### src/rtl/keypad_pkg.sv
// Shared types and helpers for the 4x4 hex keypad scanner.
// Row patterns are active-low: a pressed key pulls its row bit to 0.
package keypad_pkg;

    typedef enum logic [1:0] {
        SCAN     = 2'd0,
        PRESS_DB = 2'd1,
        HELD     = 2'd2
    } state_e;

    localparam logic [3:0] ROW_IDLE = 4'b1111;

    typedef struct packed {
        logic       valid;
        logic [1:0] idx;
    } onehot_t;

    // valid only when exactly one row bit is low; ghosting patterns are rejected
    function automatic onehot_t onehot_low_idx(input logic [3:0] rs);
        onehot_t res;
        res = '0;
        case (rs)
            4'b1110: res = '{valid: 1'b1, idx: 2'd0};
            4'b1101: res = '{valid: 1'b1, idx: 2'd1};
            4'b1011: res = '{valid: 1'b1, idx: 2'd2};
            4'b0111: res = '{valid: 1'b1, idx: 2'd3};
            default: res = '0;
        endcase
        return res;
    endfunction

endpackage

### src/rtl/keypad_entry_sync2.sv
// Two-flop synchronizer for asynchronous inputs; clr presets both stages to
// all ones, the idle level of the pulled-up keypad rows.
module sync2 #(
    parameter int W = 4
) (
    input  logic         clk,
    input  logic         clr,
    input  logic [W-1:0] d_i,
    output logic [W-1:0] q_o
);

    logic [W-1:0] meta_q;
    logic [W-1:0] sync_q;

    always_ff @(posedge clk) begin
        if (clr) begin
            meta_q <= '1;
            sync_q <= '1;
        end else begin
            meta_q <= d_i;
            sync_q <= meta_q;
        end
    end

    assign q_o = sync_q;

endmodule

### src/rtl/keypad_entry.sv
// 4x4 hex keypad scanner with press/release debounce; accepted digits are
// shifted into a 32-bit word, newest digit in the low nibble.
//
// state    | meaning
// ---------+--------------------------------------------------------------
// SCAN     | rotate the driven column, sample rows on the last slot cycle
// PRESS_DB | column frozen, count cycles the latched row pattern persists
// HELD     | key accepted, column frozen, count cycles of all rows idle
module keypad_entry
    import keypad_pkg::*;
#(
    parameter int SCAN_DIV     = 1000,
    parameter int DEBOUNCE_CNT = 20000
) (
    input  logic        clk,
    input  logic        clr,
    input  logic [3:0]  row,
    output logic [3:0]  col,
    output logic [31:0] value,
    output logic        key_valid,
    output logic [3:0]  key_code,
    output logic [3:0]  digits
);

    localparam int CNT_MAX = (SCAN_DIV > DEBOUNCE_CNT) ? SCAN_DIV : DEBOUNCE_CNT;
    localparam int CW      = $clog2(CNT_MAX + 1);

    localparam logic [CW-1:0] SLOT_LAST = CW'(SCAN_DIV - 1);
    localparam logic [CW-1:0] DB_LAST   = CW'(DEBOUNCE_CNT - 1);

    logic [3:0] rs;

    state_e        state_q, state_d;
    logic [1:0]    ci_q, ci_d;
    logic [CW-1:0] slot_q, slot_d;
    logic [CW-1:0] db_q, db_d;
    logic [3:0]    pat_q, pat_d;
    logic [1:0]    ridx_q, ridx_d;
    logic [31:0]   value_q, value_d;
    logic [3:0]    code_q, code_d;
    logic          kv_q, kv_d;
    logic [3:0]    digits_q, digits_d;

    onehot_t    hit;
    logic [3:0] new_code;

    sync2 #(.W(4)) u_row_sync (
        .clk (clk),
        .clr (clr),
        .d_i (row),
        .q_o (rs)
    );

    assign hit      = onehot_low_idx(rs);
    assign new_code = {ridx_q, ci_q};

    always_comb begin
        state_d  = state_q;
        ci_d     = ci_q;
        slot_d   = slot_q;
        db_d     = db_q;
        pat_d    = pat_q;
        ridx_d   = ridx_q;
        value_d  = value_q;
        code_d   = code_q;
        kv_d     = 1'b0;
        digits_d = digits_q;

        case (state_q)
            SCAN: begin
                if (slot_q == '0) begin
                    slot_d = SLOT_LAST;
                    if (hit.valid) begin
                        state_d = PRESS_DB;
                        pat_d   = rs;
                        ridx_d  = hit.idx;
                        db_d    = '0;
                    end else begin
                        ci_d = ci_q + 2'd1;
                    end
                end else begin
                    slot_d = slot_q - 1'b1;
                end
            end

            PRESS_DB: begin
                if (rs == pat_q) begin
                    if (db_q == DB_LAST) begin
                        state_d  = HELD;
                        db_d     = '0;
                        value_d  = {value_q[27:0], new_code};
                        code_d   = new_code;
                        kv_d     = 1'b1;
                        digits_d = (digits_q == 4'd8) ? 4'd8 : digits_q + 4'd1;
                    end else begin
                        db_d = db_q + 1'b1;
                    end
                end else begin
                    // bounce: give up on this column and resume the rotation
                    state_d = SCAN;
                    db_d    = '0;
                    ci_d    = ci_q + 2'd1;
                    slot_d  = SLOT_LAST;
                end
            end

            HELD: begin
                if (rs == ROW_IDLE) begin
                    if (db_q == DB_LAST) begin
                        state_d = SCAN;
                        db_d    = '0;
                        ci_d    = ci_q + 2'd1;
                        slot_d  = SLOT_LAST;
                    end else begin
                        db_d = db_q + 1'b1;
                    end
                end else begin
                    db_d = '0;
                end
            end

            default: begin
                state_d = SCAN;
                db_d    = '0;
                slot_d  = SLOT_LAST;
            end
        endcase
    end

    always_ff @(posedge clk) begin
        if (clr) begin
            state_q  <= SCAN;
            ci_q     <= 2'd0;
            slot_q   <= SLOT_LAST;
            db_q     <= '0;
            pat_q    <= ROW_IDLE;
            ridx_q   <= 2'd0;
            value_q  <= 32'd0;
            code_q   <= 4'd0;
            kv_q     <= 1'b0;
            digits_q <= 4'd0;
        end else begin
            state_q  <= state_d;
            ci_q     <= ci_d;
            slot_q   <= slot_d;
            db_q     <= db_d;
            pat_q    <= pat_d;
            ridx_q   <= ridx_d;
            value_q  <= value_d;
            code_q   <= code_d;
            kv_q     <= kv_d;
            digits_q <= digits_d;
        end
    end

    assign col       = ~(4'b0001 << ci_q);
    assign value     = value_q;
    assign key_valid = kv_q;
    assign key_code  = code_q;
    assign digits    = digits_q;

endmodule

### config.mk
export PLATFORM = sky130hd
export DESIGN_NAME = keypad_entry
export DESIGN_NICKNAME = d
export VERILOG_FILES = /design/src/rtl/keypad_pkg.sv /design/src/rtl/keypad_entry_sync2.sv /design/src/rtl/keypad_entry.sv
export SDC_FILE = /design/constraint.sdc
export NUM_CORES = 1
export LEC_CHECK = 0
export BUFFER_PORTS_ARGS = -buffer_cell sky130_fd_sc_hd__buf_4
export CAP_MARGIN = 20
export CORE_MARGIN = 1.5
export CORE_UTILIZATION = 52
export CTS_CLUSTER_SIZE = 14
export DETAILED_ROUTE_END_ITERATION = 8
export GPL_TIMING_DRIVEN = 0
export PLACE_DENSITY = 0.76
export SYNTH_ARGS = -nofsm -noshare
export SYNTH_HDL_FRONTEND = slang
export SYNTH_SLANG_ARGS = --single-unit
### constraint.sdc
create_clock -name clk -period 1.95 [get_ports clk]
set_input_delay 0.39 -clock clk [delete_from_list [all_inputs] [get_ports clk]]
set_output_delay 0.39 -clock clk [all_outputs]
set_load 0.01 [all_outputs]
==> impl_metrics.py, run 1 <==
metrics = {
    "cts": {
        "cts_root_buf": "clkbuf_8",
        "cts.clk_slew.worst_paths_ns": 0.09,
        "cts_sinks": 85,
        "cts_tree": "done",
        "cts_made_buffers": 9,
        "htree_num_levels": 3,
        "clock_path_buffers": 2,
        "insertion_delay_ns": 0.36,
        "postCtsHoldBufs": 0,
    },
    "job": {
        "cap_violations": 0,
    },
    "critical_path": {
        "reg2reg_depth": 8,
        "reg2reg_slack_ns": -0.12,
        "crit_top_cell": "or4_4",
        "critPathMaxStageDelay_ns": 0.43,
        "cp.required_ns": 2.26,
        "worstSetupPathType": "register to register",
        "arrival_ns": 2.38,
        "crit_path_cell_trace": "inv_2, ha_4, nor4b_4, buf_4, nand2b_4, or4_4, or4_4, a21oi_2",
        "cp_slowest_cell": "or4_4",
        "rr_startpoint": "slot_q[0]",
        "critPathLaunchType": "register",
        "rr_endpoint": "slot_q[12]",
        "cp-end-kind": "register",
        "worstPathMaxFanout": 4,
    },
    "synthesis": {
        "yosys.area_share.xor_xnor": 0.01994,
        "yosysWarnings": 0,
        "postSynth.asyncResetShare": 0,
        "synthesis.nets": 484,
        "synthCells": 467,
        "synth-compound-area-share": 0.1684,
        "synth_edf_count": 0,
        "muxShareOfSynthArea": 0.01804,
        "yosysSeqAreaShare": 0.4305,
        "synth_simple_gate_area_share": 0.2650,
        "avgSynthCellArea_um2": 8.464,
        "synth_adder_area_share": 0.03482,
        "netlist_area_um2": 3953,
        "synth_seq_cells": 85,
        "synth_cell_types": 55,
        "ys.flop_type": "dfxtp_1",
        "synth_top_family_by_area": "simple AND/OR/NAND/NOR gates",
    },
    "global_routing": {
        "grt_usage": 0.2488,
        "grt_max_degree": 16,
        "grt_pass1_wl_um": 16460,
        "grt_overflow": 0,
        "grt_pass1_vias": 3539,
        "grt_antenna_before_repair": 0,
    },
    "floorplan": {
        "dieWidth_um": 90.19,
        "die_height_um": 90.19,
        "pin_count": 51,
        "rows": 31,
        "initial_utilization": 0.5420,
        "core_region_area_um2": 7292,
        "dieArea_um2": 8133,
    },
    "route": {
        "wl_per_cell_um": 15.98,
        "vias_per_cell": 5.798,
        "routed_wl_um": 10550,
        "drc": 0,
        "ant_nets": 0,
        "drt_pass1_iterations": 4,
        "num_vias": 3827,
        "first_iter_violations": 196,
    },
    "power": {
        "switchingPower_mw": 0.8516,
        "comb_power_share": 0.062,
        "switching_share": 0.2557,
        "p_leak_nw": 2.006,
        "power.internal_mw": 2.479,
        "vdd_drop_max_mv": 0.6600,
        "p_per_area_nw_per_um2": 619.1,
        "seqPwrFrac": 0.555,
        "clkPwrFrac": 0.382,
    },
    "cells_and_area": {
        "instances_no_fill": 660,
        "fin_area_um2": 5380,
        "final_nets": 573,
        "drive_above_1_share": 0.3672,
        "area_growth_pct": 36.12,
        "n_antenna_cell": 0,
    },
    "timing": {
        "setup_violations": 13,
        "period_share": 1.061,
        "slew_violations": 0,
        "fin_crit_ns": 2.068,
        "setup_ws_ns": -0.1183,
        "clock-skew-final_ns": 0.006193,
        "hold_slack_ns": 0.2030,
        "max_freq_mhz": 483.5,
        "setup-tns-final_ns": -0.5148,
        "relSlewSlack": 0.6728,
        "tightest_slew_ns": 0.4907,
        "rsz0062_at_grt": "true",
        "hold_viol": 0,
    },
    "worst_hold_path": {
        "min-delay-start": "row[1]",
        "whs_endpoint": "u_row_sync.meta_q[1]",
        "hold_class": "input port to register",
        "holdPathStages": 2,
    },
    "placement": {
        "io_buffers": 50,
        "place_inst": 616,
        "placed_cell_area_um2": 4483,
        "place_congestion": 0.8421,
        "dpl.hpwl_um": 6238,
    },
    "run_status": {
        "status": "complete, but fails checks",
        "violations": "negative setup slack",
    },
}
[metrics by stage]
step | util | setup slack, ns | power [mW]
global route | 0.7378 | -0.1972 | 3.433
floorplan | - | -0.002209 | 1.969
global placement | 0.6148 | -0.3235 | 2.009
CTS | 0.6963 | -0.07273 | 3.293
finish | 0.7378 | -0.1183 | 3.331
detailed placement | 0.6148 | -0.3744 | 2.016
[critical path: cells and delay by family, from the launching register on]
| kind | cells | cell delay [ns] |
|---|---|---|
| AND/OR/NAND/NOR | 4 | 1.14 |
| flip-flops | 1 | 0.34 |
| buffers and inverters | 2 | 0.27 |
| adder cells (fa/ha/maj) | 1 | 0.14 |
| AO/OA/AOI/OAI | 1 | 0.12 |
[sequential cells by signal (all words and copies together) (netlist names)]
| name | flops |
|---|---|
| db_q | 15 |
| ridx_q | 2 |
| state_q | 2 |
| u_row_sync.q_o | 4 |
| key_valid | 1 |
| digits | 4 |
| slot_q | 15 |
| value | 32 |
| pat_q | 4 |
| u_row_sync.meta_q | 4 |
| ci_q | 2 |
[cell families (layout without fill, tap and decap cells)]
logic type | count (synthesis) | count (layout)
AO/OA/AOI/OAI | 108 | 108
AND/OR/NAND/NOR | 194 | 194
adder cells (fa/ha/maj) | 11 | 11
multiplexers | 7 | 7
XOR/XNOR | 9 | 9
flip-flops | 85 | 85
buffers and inverters | 53 | 147
[synth_stat cells, types with 9 or more instances]
cell,number,area share
o31ai_1,17,0.032
o21ai_0,9,0.011
a21oi_1,54,0.068
ha_1,11,0.035
dfxtp_1,85,0.43
nand3_1,15,0.019
or3_1,10,0.016
or2_2,9,0.014
clkbuf_1,18,0.017
nand2_1,91,0.086
nor2_1,14,0.013
inv_1,21,0.020
or4_1,13,0.025
[timing repair]
action,4_1_cts,5_1_grt
endpoints found under the setup margin,69,68
resized for setup,63,64
cloned,1,1
setup buffers,22,8
pin swaps,28,16
[cell type report]
| cell class | count | area [µm²] |
|---|---|---|
| repair buffers | 82 | 658.1 |
| inverters | 21 | 78.83 |
| well taps | 99 | 123.9 |
| plain buffers | 28 | 225.2 |
| fillers | 552 | 1912 |
| flip-flops and latches | 85 | 1718 |
| multi-input cells | 329 | 2376 |
| clock buffers | 10 | 127.6 |
| clock inverters | 6 | 72.57 |
[power by group through the flow]
| stage | clock, mW | sequential (mW) | combinational, mW |
|---|---|---|---|
| after global routing | 1.35 | 1.86 | 0.224 |
| after CTS | 1.28 | 1.84 | 0.176 |
| after floorplan | 0 | 1.85 | 0.115 |
| final | 1.27 | 1.85 | 0.207 |
| after detailed placement | 0 | 1.86 | 0.151 |
| after global placement | 0 | 1.86 | 0.146 |
[placed cells by master (no fill, tap or decap), types with 5 or more instances in the layout]
cell type / count
inv_1: 19
or4_4: 7
a21oi_2: 7
o31ai_1: 9
o21ai_0: 5
xnor2_1: 8
clkbuf_8: 11
or2_2: 9
buf_6: 16
nand4_1: 8
nand3_1: 12
ha_1: 8
buf_4: 79
nand2_1: 89
a21oi_1: 46
o211ai_1: 6
clkbuf_1: 7
or4_1: 9
mux2i_1: 5
nor2_1: 12
dfxtp_1: 74
dfxtp_2: 10
nor3_1: 5
o31ai_2: 6
or3_1: 9
[worst max path at each step]
stage                     depth (start not counted)          to         startpoint  slack, ns
after floorplan                                   6     ci_q[0]            db_q[0]     -0.002
after global placement                            8     db_q[0]          slot_q[0]      -0.32
after detailed placement                          8   slot_q[3]  u_row_sync.q_o[1]      -0.37
after CTS                                         8  slot_q[12]          slot_q[0]      -0.07
after global routing                              8  slot_q[12]          slot_q[0]      -0.20
final                                             8  slot_q[12]          slot_q[0]      -0.12
[layer usage]
metal  global-route usage  wire [µm]  up-vias  part of all wire
li1                     -          -     1839                 -
met1               0.3013       4425     1861              0.42
met3              0.04738        379       29             0.036
met5                    0          0        -                 0
met2               0.4268       5455       98              0.52
met4               0.1111        291        0             0.028
(Power assumes the default switching activity.)
==> inputs of run 2 (changes only) <==
- CELL_PAD_IN_SITES_DETAIL_PLACEMENT: default -> 1
- CELL_PAD_IN_SITES_GLOBAL_PLACEMENT: default -> 1
- CORE_UTILIZATION: 52 -> 39
- PLACE_DENSITY: 0.76 -> 0.84
==> run 2 against run 1 <==
  * Global-route usage is 0.46 points lower
  * Sequential cell count stayed put
  * Routed wire length grew 46%
  * Via count up 7.0%
  * Worst hold slack worse by 0.023 ns
  * Critical path depth fell by 1
  * Critical path type unchanged
  * Final area grew 7.2%
  * Fmax shrank 4.8%
  * Non-clock buffer count grew 19
  * Die area rose by 32%
  * The flow still finishes with violations (negative setup slack)
==> impl_metrics.py, run 2 (synthesis gave the netlist of run 1 again) <==
metrics = {
    "route": {
        "routed_wl_um": 15380,
        "wl_per_cell_um": 21.57,
        "route.met3.wl_um": 546,
        "top_layer_used": "met4",
        "num_vias": 4093,
        "vias_per_cell": 5.741,
        "ant_nets": 0,
        "drt-met1-wl_um": 5910,
        "drc": 0,
        "met2RoutedLength_um": 8400,
        "first_iter_violations": 195,
        "drt_pass1_iterations": 4,
    },
    "timing": {
        "fin_crit_ns": 2.172,
        "setup-tns-final_ns": -4.693,
        "slew_violations": 0,
        "relSlewSlack": 0.5249,
        "hold_slack_ns": 0.1797,
        "period_share": 1.114,
        "setup_violations": 41,
        "hold_viol": 0,
        "rsz0062_at_grt": "true",
        "max_freq_mhz": 460.4,
        "setup_ws_ns": -0.2218,
        "clock-skew-final_ns": 0.01120,
        "tightest_slew_ns": 0.7127,
    },
    "floorplan": {
        "dieArea_um2": 10750,
        "initial_utilization": 0.4025,
        "dieWidth_um": 103.7,
        "rows": 36,
        "pin_count": 51,
        "die_height_um": 103.7,
        "core_region_area_um2": 9819,
    },
    "critical_path": {
        "critPathLaunchType": "register",
        "rr_endpoint": "slot_q[12]",
        "reg2reg_depth": 7,
        "rr_startpoint": "slot_q[1]",
        "arrival_ns": 2.48,
        "cp.required_ns": 2.26,
        "worstSetupPathType": "register to register",
        "worstPathMaxFanout": 3,
        "startpoint": "slot_q[1]",
        "cp-end-kind": "register",
        "reg2reg_slack_ns": -0.22,
        "cp-endpoint": "slot_q[12]",
    },
    "power": {
        "p_leak_nw": 2.156,
        "vdd_drop_max_mv": 0.4984,
        "power_mw": 3.342,
        "p_per_area_nw_per_um2": 579.6,
    },
    "cts": {
        "cts.clk_slew.worst_paths_ns": 0.10,
        "cts_made_buffers": 9,
        "cts_sinks": 85,
        "cts_root_buf": "clkbuf_8",
        "insertion_delay_ns": 0.39,
        "clock_path_buffers": 2,
        "cts_tree": "done",
        "htree_num_levels": 3,
    },
    "cells_and_area": {
        "drive_above_1_share": 0.4224,
        "area_growth_pct": 45.90,
        "layout_common_cells": "buf_4 (94), nand2_1 (89), dfxtp_1 (73)",
        "largest_register_ffs": 32,
        "fillerInstances": 1149,
        "multi_input_area_um2": 2510,
        "register_area_um2": 1719,
        "final_common_cell": "buf_4",
        "n_antenna_cell": 0,
        "final_nets": 592,
    },
    "run_status": {
        "status": "complete, but fails checks",
        "violations": "negative setup slack",
    },
    "global_routing": {
        "grt_usage": 0.2442,
        "grt_pass1_wl_um": 21130,
        "grt_pass1_vias": 4239,
        "grt_overflow": 0,
        "grt_antenna_before_repair": 0,
        "grt_max_degree": 17,
    },
    "job": {
        "cap_violations": 0,
    },
    "placement": {
        "io_buffers": 50,
        "dpl.hpwl_um": 7739,
        "place_congestion": 0.7839,
    },
    "worst_hold_path": {
        "holdPathStages": 2,
        "hold_class": "input port to register",
    },
}
## run 2: changes by cell type in the layout (fill, tap and decap cells not counted), sizes merged
cell	change
clkinvlp	-1
buf	+17
bufinv	-1
inv	+3
clkbuf	+1
## run 2: per-stage QoR
step | util | worst slack [ns] | cells | instance area, µm²
after global routing | 0.5873 | -0.2835 | 713 | 5767
final | 0.5873 | -0.2218 | 713 | 5767
after CTS | 0.5409 | -0.08471 | 699 | 5311
after detailed placement | 0.4609 | -0.4707 | 650 | 4526
after global placement | 0.4609 | -0.3431 | 650 | 4526
after floorplan | - | -0.002209 | 467 | 3984
## run 2: how the worst min path moves through the flow
stage | slack [ns] | endpoint | startpoint
floorplan | 0.39 | u_row_sync.q_o[0] | u_row_sync.meta_q[0]
global placement | 0.39 | u_row_sync.q_o[1] | u_row_sync.meta_q[1]
detailed placement | 0.41 | u_row_sync.q_o[0] | u_row_sync.meta_q[0]
CTS | 0.19 | u_row_sync.meta_q[3] | row[3]
global route | 0.17 | u_row_sync.meta_q[2] | row[2]
finish | 0.18 | u_row_sync.meta_q[2] | row[2]
## run 2: what timing repair did
item / CTS / global route
cloned: 3 / 2
pin swaps: 48 / 28
setup buffers: 32 / 14
hold buffers: 0 / 0
resized for setup: 84 / 78
setup endpoints to repair: 72 / 71
## run 2: final cells by class
type | instances | area share
multi-input combinational | 329 | 0.4352
sequential | 85 | 0.2981
timing repair buffer | 100 | 0.1484
buffer | 29 | 0.04470
tap | 133 | 0.02886
clock buffer | 9 | 0.02148
inverter | 21 | 0.01367
clock inverter | 7 | 0.009547
## run 2: layer usage
layer  vias to the layer above  track usage
met4                         0       0.1171
met1                      2041       0.2683
met2                       134       0.4552
li1                       1877            -
met5                         -            0
met3                        41      0.03965
## run 2: critical path, stage by stage, from the launching register on
cell and delay (ns):
dfxtp_2 0.36, inv_2 0.07, ha_4 0.13, nor4b_4 0.26
nand2b_1 0.16, or4_4 0.50, or4_1 0.42, a21oi_1 0.19
## run 2: report_power, final
part           switching (mW)  total (mW)  internal, mW
sequential             0.0808        1.86          1.77
clock                   0.747        1.23         0.479
combinational           0.136       0.261         0.125
total                   0.964        3.34          2.38
